$ cat config.mk
export PLATFORM = sky130hd
export DESIGN_NAME = alu_arbiter
export DESIGN_NICKNAME = d
export VERILOG_FILES = /design/src/rtl/alu_arbiter.sv
export SDC_FILE = /design/constraint.sdc
export NUM_CORES = 1
export LEC_CHECK = 0
export BUFFER_PORTS_ARGS = -buffer_cell sky130_fd_sc_hd__buf_4
export CORE_UTILIZATION = 38
export DETAILED_ROUTE_END_ITERATION = 7
export HOLD_SLACK_MARGIN = 0.06
export PLACE_DENSITY = 0.77
export SLEW_MARGIN = 0
export SYNTH_ARGS = -nofsm -noshare
export SYNTH_HDL_FRONTEND = slang
export SYNTH_SLANG_ARGS = --single-unit
$ cat constraint.sdc
create_clock -name clk -period 2 [get_ports clk]
set_input_delay 0.1 -clock clk [delete_from_list [all_inputs] [get_ports clk]]
set_output_delay 0.1 -clock clk [all_outputs]
set_load 0.1 [all_outputs]
$ cat src/rtl/alu_arbiter.sv
// alu_arbiter
//   Shares one combinational 16-bit ALU between NUM_REQ requesters.
//   A round-robin arbiter picks one pending operation per IDLE cycle and
//   registers its operands onto the ALU inputs. One cycle later it captures
//   the ALU result and flags, then presents them to the winning requester
//   until that requester accepts them.
//
// Ports
//   clk, rst_n     rising-edge clock, asynchronous active-low reset
//   req_valid      per-requester operation valid
//   req_ready      per-requester accept (one-hot or zero, IDLE only)
//   req_a, req_b   16-bit operands, requester i at [16i+15:16i]
//   req_op         4-bit op_code, requester i at [4i+3:4i]
//   alu_a/b/op     registered operands driving the external ALU
//   alu_result     ALU result
//   alu_zero/carry/overflow  ALU flags
//   rsp_valid      per-requester response valid (one-hot or zero, RESP only)
//   rsp_ready      per-requester response accept
//   rsp_result     registered ALU result
//   rsp_flags      registered {zero, carry, overflow}
//   grant_id       index of the current or most recent winner
//   busy           high whenever the FSM is not in IDLE
//
// Handshakes: a transfer happens on a rising edge where valid and ready are
// both high for the same requester. req_ready never depends on any requester
// other than through the arbitration of req_valid, and once a requester
// raises req_valid it holds valid and operands until accepted (dropping
// valid beforehand simply removes it from arbitration). rsp_valid, once
// raised, stays high with stable data until rsp_ready of that requester.

module alu_arbiter #(
  parameter int NUM_REQ = 4,
  parameter int ID_W    = 2
) (
  input  logic                   clk,
  input  logic                   rst_n,
  input  logic [NUM_REQ-1:0]     req_valid,
  output logic [NUM_REQ-1:0]     req_ready,
  input  logic [16*NUM_REQ-1:0]  req_a,
  input  logic [16*NUM_REQ-1:0]  req_b,
  input  logic [4*NUM_REQ-1:0]   req_op,
  output logic [15:0]            alu_a,
  output logic [15:0]            alu_b,
  output logic [3:0]             alu_op,
  input  logic [15:0]            alu_result,
  input  logic                   alu_zero,
  input  logic                   alu_carry,
  input  logic                   alu_overflow,
  output logic [NUM_REQ-1:0]     rsp_valid,
  input  logic [NUM_REQ-1:0]     rsp_ready,
  output logic [15:0]            rsp_result,
  output logic [2:0]             rsp_flags,
  output logic [ID_W-1:0]        grant_id,
  output logic                   busy
);

  typedef enum logic [1:0] {
    IDLE = 2'd0,
    EXEC = 2'd1,
    RESP = 2'd2
  } state_e;

  // Pointer reset value makes requester 0 the first in search order.
  localparam logic [ID_W-1:0] LAST_RST = ID_W'(NUM_REQ - 1);

  state_e          state_q, state_d;
  logic [15:0]     alu_a_q, alu_a_d;
  logic [15:0]     alu_b_q, alu_b_d;
  logic [3:0]      alu_op_q, alu_op_d;
  logic [15:0]     rsp_result_q, rsp_result_d;
  logic [2:0]      rsp_flags_q, rsp_flags_d;
  logic [ID_W-1:0] grant_id_q, grant_id_d;
  logic [ID_W-1:0] last_grant_q, last_grant_d;

  // Unpacked views of the packed operand buses.
  logic [15:0] a_arr  [NUM_REQ];
  logic [15:0] b_arr  [NUM_REQ];
  logic [3:0]  op_arr [NUM_REQ];

  for (genvar g = 0; g < NUM_REQ; g++) begin : g_unpack
    assign a_arr[g]  = req_a[16*g +: 16];
    assign b_arr[g]  = req_b[16*g +: 16];
    assign op_arr[g] = req_op[4*g +: 4];
  end

  // Round-robin search: last_grant+1, +2, ... wrapping at NUM_REQ.
  // The pointer itself is the lowest-priority candidate.
  logic            win_found;
  logic [ID_W-1:0] win_id;

  always_comb begin
    win_found = 1'b0;
    win_id    = '0;
    for (int k = 1; k <= NUM_REQ; k++) begin
      int              idx;
      logic [ID_W-1:0] cand;
      idx = int'(last_grant_q) + k;
      if (idx >= NUM_REQ) idx = idx - NUM_REQ;
      cand = ID_W'(idx);
      if (!win_found && req_valid[cand]) begin
        win_found = 1'b1;
        win_id    = cand;
      end
    end
  end

  // Next-state and handshake outputs.
  always_comb begin
    state_d      = state_q;
    alu_a_d      = alu_a_q;
    alu_b_d      = alu_b_q;
    alu_op_d     = alu_op_q;
    rsp_result_d = rsp_result_q;
    rsp_flags_d  = rsp_flags_q;
    grant_id_d   = grant_id_q;
    last_grant_d = last_grant_q;
    req_ready    = '0;
    rsp_valid    = '0;

    case (state_q)
      IDLE: begin
        if (win_found) begin
          req_ready[win_id] = 1'b1;
          alu_a_d           = a_arr[win_id];
          alu_b_d           = b_arr[win_id];
          alu_op_d          = op_arr[win_id];
          grant_id_d        = win_id;
          state_d           = EXEC;
        end
      end
      EXEC: begin
        rsp_result_d = alu_result;
        rsp_flags_d  = {alu_zero, alu_carry, alu_overflow};
        state_d      = RESP;
      end
      RESP: begin
        rsp_valid[grant_id_q] = 1'b1;
        // Only the granted requester's ready can complete the response;
        // the pointer advances here, never on acceptance.
        if (rsp_ready[grant_id_q]) begin
          last_grant_d = grant_id_q;
          state_d      = IDLE;
        end
      end
      default: state_d = IDLE;
    endcase
  end

  always_ff @(posedge clk or negedge rst_n) begin
    if (!rst_n) begin
      state_q      <= IDLE;
      alu_a_q      <= '0;
      alu_b_q      <= '0;
      alu_op_q     <= '0;
      rsp_result_q <= '0;
      rsp_flags_q  <= '0;
      grant_id_q   <= '0;
      last_grant_q <= LAST_RST;
    end else begin
      state_q      <= state_d;
      alu_a_q      <= alu_a_d;
      alu_b_q      <= alu_b_d;
      alu_op_q     <= alu_op_d;
      rsp_result_q <= rsp_result_d;
      rsp_flags_q  <= rsp_flags_d;
      grant_id_q   <= grant_id_d;
      last_grant_q <= last_grant_d;
    end
  end

  assign alu_a      = alu_a_q;
  assign alu_b      = alu_b_q;
  assign alu_op     = alu_op_q;
  assign rsp_result = rsp_result_q;
  assign rsp_flags  = rsp_flags_q;
  assign grant_id   = grant_id_q;
  assign busy       = (state_q != IDLE);

endmodule

=== After elaboration in Yosys (flattened, before gate mapping) ===
Index checks and enable logic that the tools add are counted.

* Register bits after elaboration: 61
* Output and inout port bits: 66

* Add/sub/neg operators: 8
* Order comparisons: 13
* Mux-type cells: 41
* Equal/unequal tests: 4
* Bitwise operators: 1
* Reductions and logical operators: 13

{| class="wikitable"
|+ Operators with widths
! operator !! count
|-
| binary-select mux 16 bit (select 2 bit) || 2
|-
| two-way mux 16 bit || 4
|-
| two-way mux 2 bit || 10
|-
| two-way mux 4 bit || 5
|-
| < comparator 2 x 3 -> 1 bit, second input constant || 6
|-
| >= comparator 3 bit, second input constant || 4
|-
| two-way mux 1 bit || 11
|-
| binary-select mux 1 bit (select 2 bit) || 5
|-
| binary-select mux 4 bit (select 2 bit) || 1
|-
| subtractor 2 x 1 -> 2 bit, second input constant || 4
|-
| adder 2 x 2 -> 3 bit, second input constant || 2
|-
| case mux 2 bit (3 select lines) || 1
|-
| AND reduction 2 bit || 3
|-
| logical AND 1 bit || 5
|-
| adder 2 x 3 -> 4 bit, second input constant || 1
|-
| demux 1 bit (select 2 bit) || 2
|-
| >= comparator 2 x 1 -> 1 bit, second input constant || 2
|-
| >= comparator 4 x 3 -> 1 bit, second input constant || 1
|-
| != test 2 bit, second input constant || 2
|-
| adder 2 x 1 -> 3 bit, second input constant || 1
|-
| zero test 1 bit || 3
|-
| inverter 2 -> 3 bit || 1
|-
| equality test 2 x 1 -> 1 bit, second input constant || 1
|-
| equality test 2 bit, second input constant || 1
|-
| other kinds (2) || 2
|}

=== Longest topological paths before layout ===
* Depth in word-level cells: 21
* Gate-level depth with buffers: 9
* Gate-level depth less buffers: 5

=== Worst setup path before layout ===
No wires, ideal clock.

* Kind: register to output
* Start point: register grant_id_q[1] (netlist: grant_id[1])
* End point: output port rsp_valid[2]
* Setup slack: -1.352 ns
* Arrival: 3.252 ns
* Path buffers: 0
* Required time: 1.900 ns
* Stages on the path, launching flop included: 3
* Cell sequence: dfrtp_1 -> inv_1 -> nor3_1

* Cells in the longest elaborated chain, start to end: 5

{| class="wikitable"
|+ RTL lines
! item !! RTL line !! RTL
|-
| start, declared || 72 || <nowiki>logic [ID_W-1:0] grant_id_q, grant_id_d;</nowiki>
|-
| start signal, assigned || 166 || <nowiki>grant_id_q <= grant_id_d;</nowiki>
|-
| < comparator 2 x 3 -> 1 bit (implied by the code) / >= comparator 2 x 1 -> 1 bit (equally long branches) || 137 || <nowiki>rsp_valid[grant_id_q] = 1'b1;</nowiki>
|-
| logical AND 1 bit (implied by the code) || 137 ||
|-
| two-way mux 1 bit (implied by the code) || 137 ||
|-
| demux 1 bit (select 2 bit) * || 137 ||
|-
| two-way mux 4 bit * || 120 || <nowiki>case (state_q)</nowiki>
|-
| end, declared || 49 || <nowiki>output logic [NUM_REQ-1:0] rsp_valid,</nowiki>
|}

Every way passes the cells marked *; elsewhere a longest branch is shown, timed or not.

=== Worst setup path after layout ===
* Start point: register state_q[0]
* End point: output port req_ready[2]

* Cells in the longest elaborated chain, start to end: 2

{| class="wikitable"
|+ RTL lines
! item !! RTL line !! RTL
|-
| start, declared || 66 || <nowiki>state_e state_q, state_d;</nowiki>
|-
| start signal, assigned || 160 || <nowiki>state_q <= state_d;</nowiki>
|-
| zero test 2 bit || 120 ||
|-
| two-way mux 4 bit || 120 ||
|-
| end, declared || 38 || <nowiki>output logic [NUM_REQ-1:0] req_ready,</nowiki>
|}

Every way passes these cells.

==> impl_results.md <==
- Initial core utilization: 0.3890
- Overall global routing resource usage: 0.2496
- Clock root cell: clkbuf_8
- Pins over their slew limit: 0
- R2R depth: 7
- Max Root-Sink Buffers: 2
- Endpoint of the worst hold path: alu_b[13]
- Final Hold Vio Count: 0
- Post-synth EDFFs: 0
- Mapped Cells: 332
- Worst setup margin: -88.03 ps
- Final Setup Violations: 16
- Final net count: 774
- Sink Count: a little over 60
- Overflow left after global routing: 0
- Worst EP arrival: 1990 ps
- DP Area: between 5000 and 6000 um^2
- Clock Pin Slew Worst Setup and Hold Paths: about 80 ps
- Antenna Violating Nets Remaining: 0
- Final period utilization: 1.044
- Worst skew pair latency: 330 ps
- Finished Cell Area: between 6000 and 7000 um^2
- Worst hold start: req_b[45]
- Normalized max-slew margin: 0.4503
- Synth top area cells: dfrtp_1 41%, a211oi_1 13%, mux2i_1 10%
- Initial antenna violation count: 0
- Max Fclk: 478.9 MHz
- Synth Warn #: 0
- Minimum clock period: roughly 2100 ps
- Avg WL per Cell: roughly 18 um
- Core Util, Final: 0.6893
- First-pass GRT wire length: between 15000 and 20000 um
- Reg2reg start: last_grant_q[1]
- Ys flop type: dfrtp_1
- Die W: 99.03 um
- Die Y-Extent: between 90 and 100 um
- Largest net degree at the start of global routing: 62
- Vias in the first global route: around 3900
- Ys async rst share: 1.000
- Synth Area per Inst: 10.77 um^2
- Hold WC Path Type: in -> reg
- DP HPWL: around 8500 um
- Antenna Cells: 0
- RSZ-0062 raised after global routing: true
- Cell Count, Final, Fillers Out: 717
- CP Capture Type: primary output
- Skew final: 10.39 ps
- # IOs: 239
- Reg-to-reg critical path endpoint: alu_op[2]
- Post-synth top area cell: dfrtp_1
- CTS Buf Count: 9
- Area grow syn2layout: 77.19%
- Gpl congestion: 0.7594
- Final wirelength: roughly 13000 um
- Status: finished, violations left
- Violated checks: negative setup slack
- #FFs+latches synth: 61
- Via-to-Cell Ratio: 5.417
- FP Rows: 35
- Hold depth: 3
- Iter 0 DRT Violations: roughly 130
- Fill cells: slightly below 700
- Critical Path RT: around 1900 ps
- Drt pass-1 iters: 4
- Synth unique cells: 29
- Via count: slightly below 4000
- Inst Count DP: between 600 and 700
- Max Cap Viol: 0
- Layout cells sized above 1: 0.5858
- CP Launch Point: state_q[0]
- Die footprint: 9806 um^2
- Mapped Area: between 3000 and 4000 um^2
- Synth top area share: 0.4127
- Syn nets: slightly above 500
- Maximum level of the CTS H-tree: 3
- CTS tree: yes
- Critical-path maximum fanout: 4
- DR DRC count: 0
- Actual slew at the worst max-slew pin: 824.6 ps
- Setup slack, reg-to-reg: -40 ps
- Critical Path Start Type: flop
- Setup total negative slack: -442.7 ps
- WS Path Type: reg -> out
- I/O Buffers: ~240
- Sequential share of the synthesized area: 0.4274
- Core area: 9196 um^2
==> synthesized netlist by cell type, types with 2 or more instances <==
| cell type | count |
|---|---|
| and2_1 | 3 |
| clkbuf_1 | 16 |
| buf_6 | 3 |
| dfrtp_1 | 59 |
| nor2b_1 | 2 |
| buf_4 | 4 |
| a21boi_0 | 37 |
| mux2i_1 | 37 |
| nand2_1 | 5 |
| dfstp_2 | 2 |
| nor2_1 | 43 |
| nand2b_1 | 2 |
| nor3_1 | 2 |
| inv_1 | 2 |
| mux2_2 | 20 |
| buf_2 | 6 |
| a211oi_2 | 13 |
| a21oi_1 | 2 |
| buf_12 | 2 |
| a211oi_1 | 60 |
| o21ai_0 | 4 |
==> registers in the layout (all words and copies together), names as in the netlist <==
name / count
rsp_result: 16
alu_b: 16
last_grant_q: 2
grant_id: 2
alu_op: 4
alu_a: 16
rsp_flags: 3
state_q: 2
==> cell families (layout without fill, tap and decap cells) <==
family	count (synthesis)	after routing	synth area share
multiplexers	58	58	0.1728
flip-flops	61	61	0.4274
AO/OA/AOI/OAI	119	119	0.2662
AND/OR/NAND/NOR	60	60	0.07310
buffers and inverters	34	308	0.06051
==> critical path: stages, from the launching register on <==
cell	delay, ps
dfrtp_1	390
or2_4	270
or4_4	560
buf_12	150
nor2_4	90
buf_12	180
==> timing repair <==
| action | CTS | global route |
|---|---|---|
| hold buffers | 20 | 0 |
| gates resized for setup | 28 | 22 |
| cloned | 1 | 5 |
| endpoints found under the hold margin | 78 | 0 |
| setup buffers | 9 | 4 |
| pin swaps | 21 | 23 |
| setup endpoints to repair | 4 | 40 |
==> layout by cell type, fill, tap and decap left out, types with 2 or more instances in the layout <==
| master | netlist | final |
|---|---|---|
| and2_4 | 0 | 3 |
| o21ai_0 | 4 | 3 |
| mux2_2 | 20 | 20 |
| mux2i_2 | 0 | 6 |
| nor2_4 | 0 | 2 |
| nand2_1 | 5 | 3 |
| buf_4 | 4 | 253 |
| mux2i_4 | 0 | 3 |
| inv_1 | 2 | 2 |
| buf_12 | 2 | 9 |
| a211oi_1 | 60 | 54 |
| nor3_4 | 0 | 2 |
| mux2i_1 | 37 | 28 |
| buf_16 | 0 | 2 |
| clkbuf_16 | 0 | 4 |
| dfrtp_1 | 59 | 58 |
| dlygate4sd3_1 | 0 | 20 |
| clkinvlp_4 | 0 | 2 |
| nor2b_1 | 2 | 2 |
| nor2_2 | 0 | 2 |
| clkbuf_8 | 0 | 9 |
| a21boi_0 | 37 | 36 |
| a211oi_2 | 13 | 18 |
| nand2b_1 | 2 | 2 |
| dfstp_2 | 2 | 2 |
| clkinv_2 | 0 | 2 |
| nor2_1 | 43 | 39 |
==> cell type report <==
| type | instances | area, um^2 | share of cell area |
|---|---|---|---|
| Timing Repair Buffer | 290 | 2461 | 0.3883 |
| Multi-Input combinational cell | 237 | 2009 | 0.3170 |
| Sequential cell | 61 | 1530 | 0.2414 |
| Tap cell | 111 | 138.9 | 0.02191 |
| Clock buffer | 10 | 127.6 | 0.02013 |
| Clock inverter | 6 | 63.81 | 0.01007 |
| Inverter | 2 | 7.507 | 0.001184 |
==> how the worst max path moves through the flow <==
stage | endpoint | cells after the start
6_report | req_ready[2] | 5
5_1_grt | req_ready[2] | 5
4_1_cts | req_ready[2] | 7
3_5_place_dp | alu_b[6] | 5
3_3_place_gp | alu_b[6] | 5
2_1_floorplan | rsp_valid[3] | 2
==> metrics by stage <==
stage          hold WS (ps)  worst slack, ps
5_1_grt               89.76           -154.4
6_report              93.44           -88.03
2_1_floorplan        -195.6           -243.9
3_3_place_gp          228.7            79.54
4_1_cts               83.22           -104.5
3_5_place_dp          245.1            36.13
==> layer usage <==
| metal | share of wire | vias to the layer above | GRT usage |
|---|---|---|---|
| met2 | 0.53 | 172 | 0.4502 |
| li1 | - | 1780 | - |
| met4 | 0.015 | 0 | 0.09989 |
| met5 | 0 | - | 0 |
| met1 | 0.39 | 1916 | 0.2842 |
| met3 | 0.064 | 16 | 0.05745 |
Power is not shown: default switching activity piles up to over one toggle a cycle in this logic, so the estimate is an artifact.
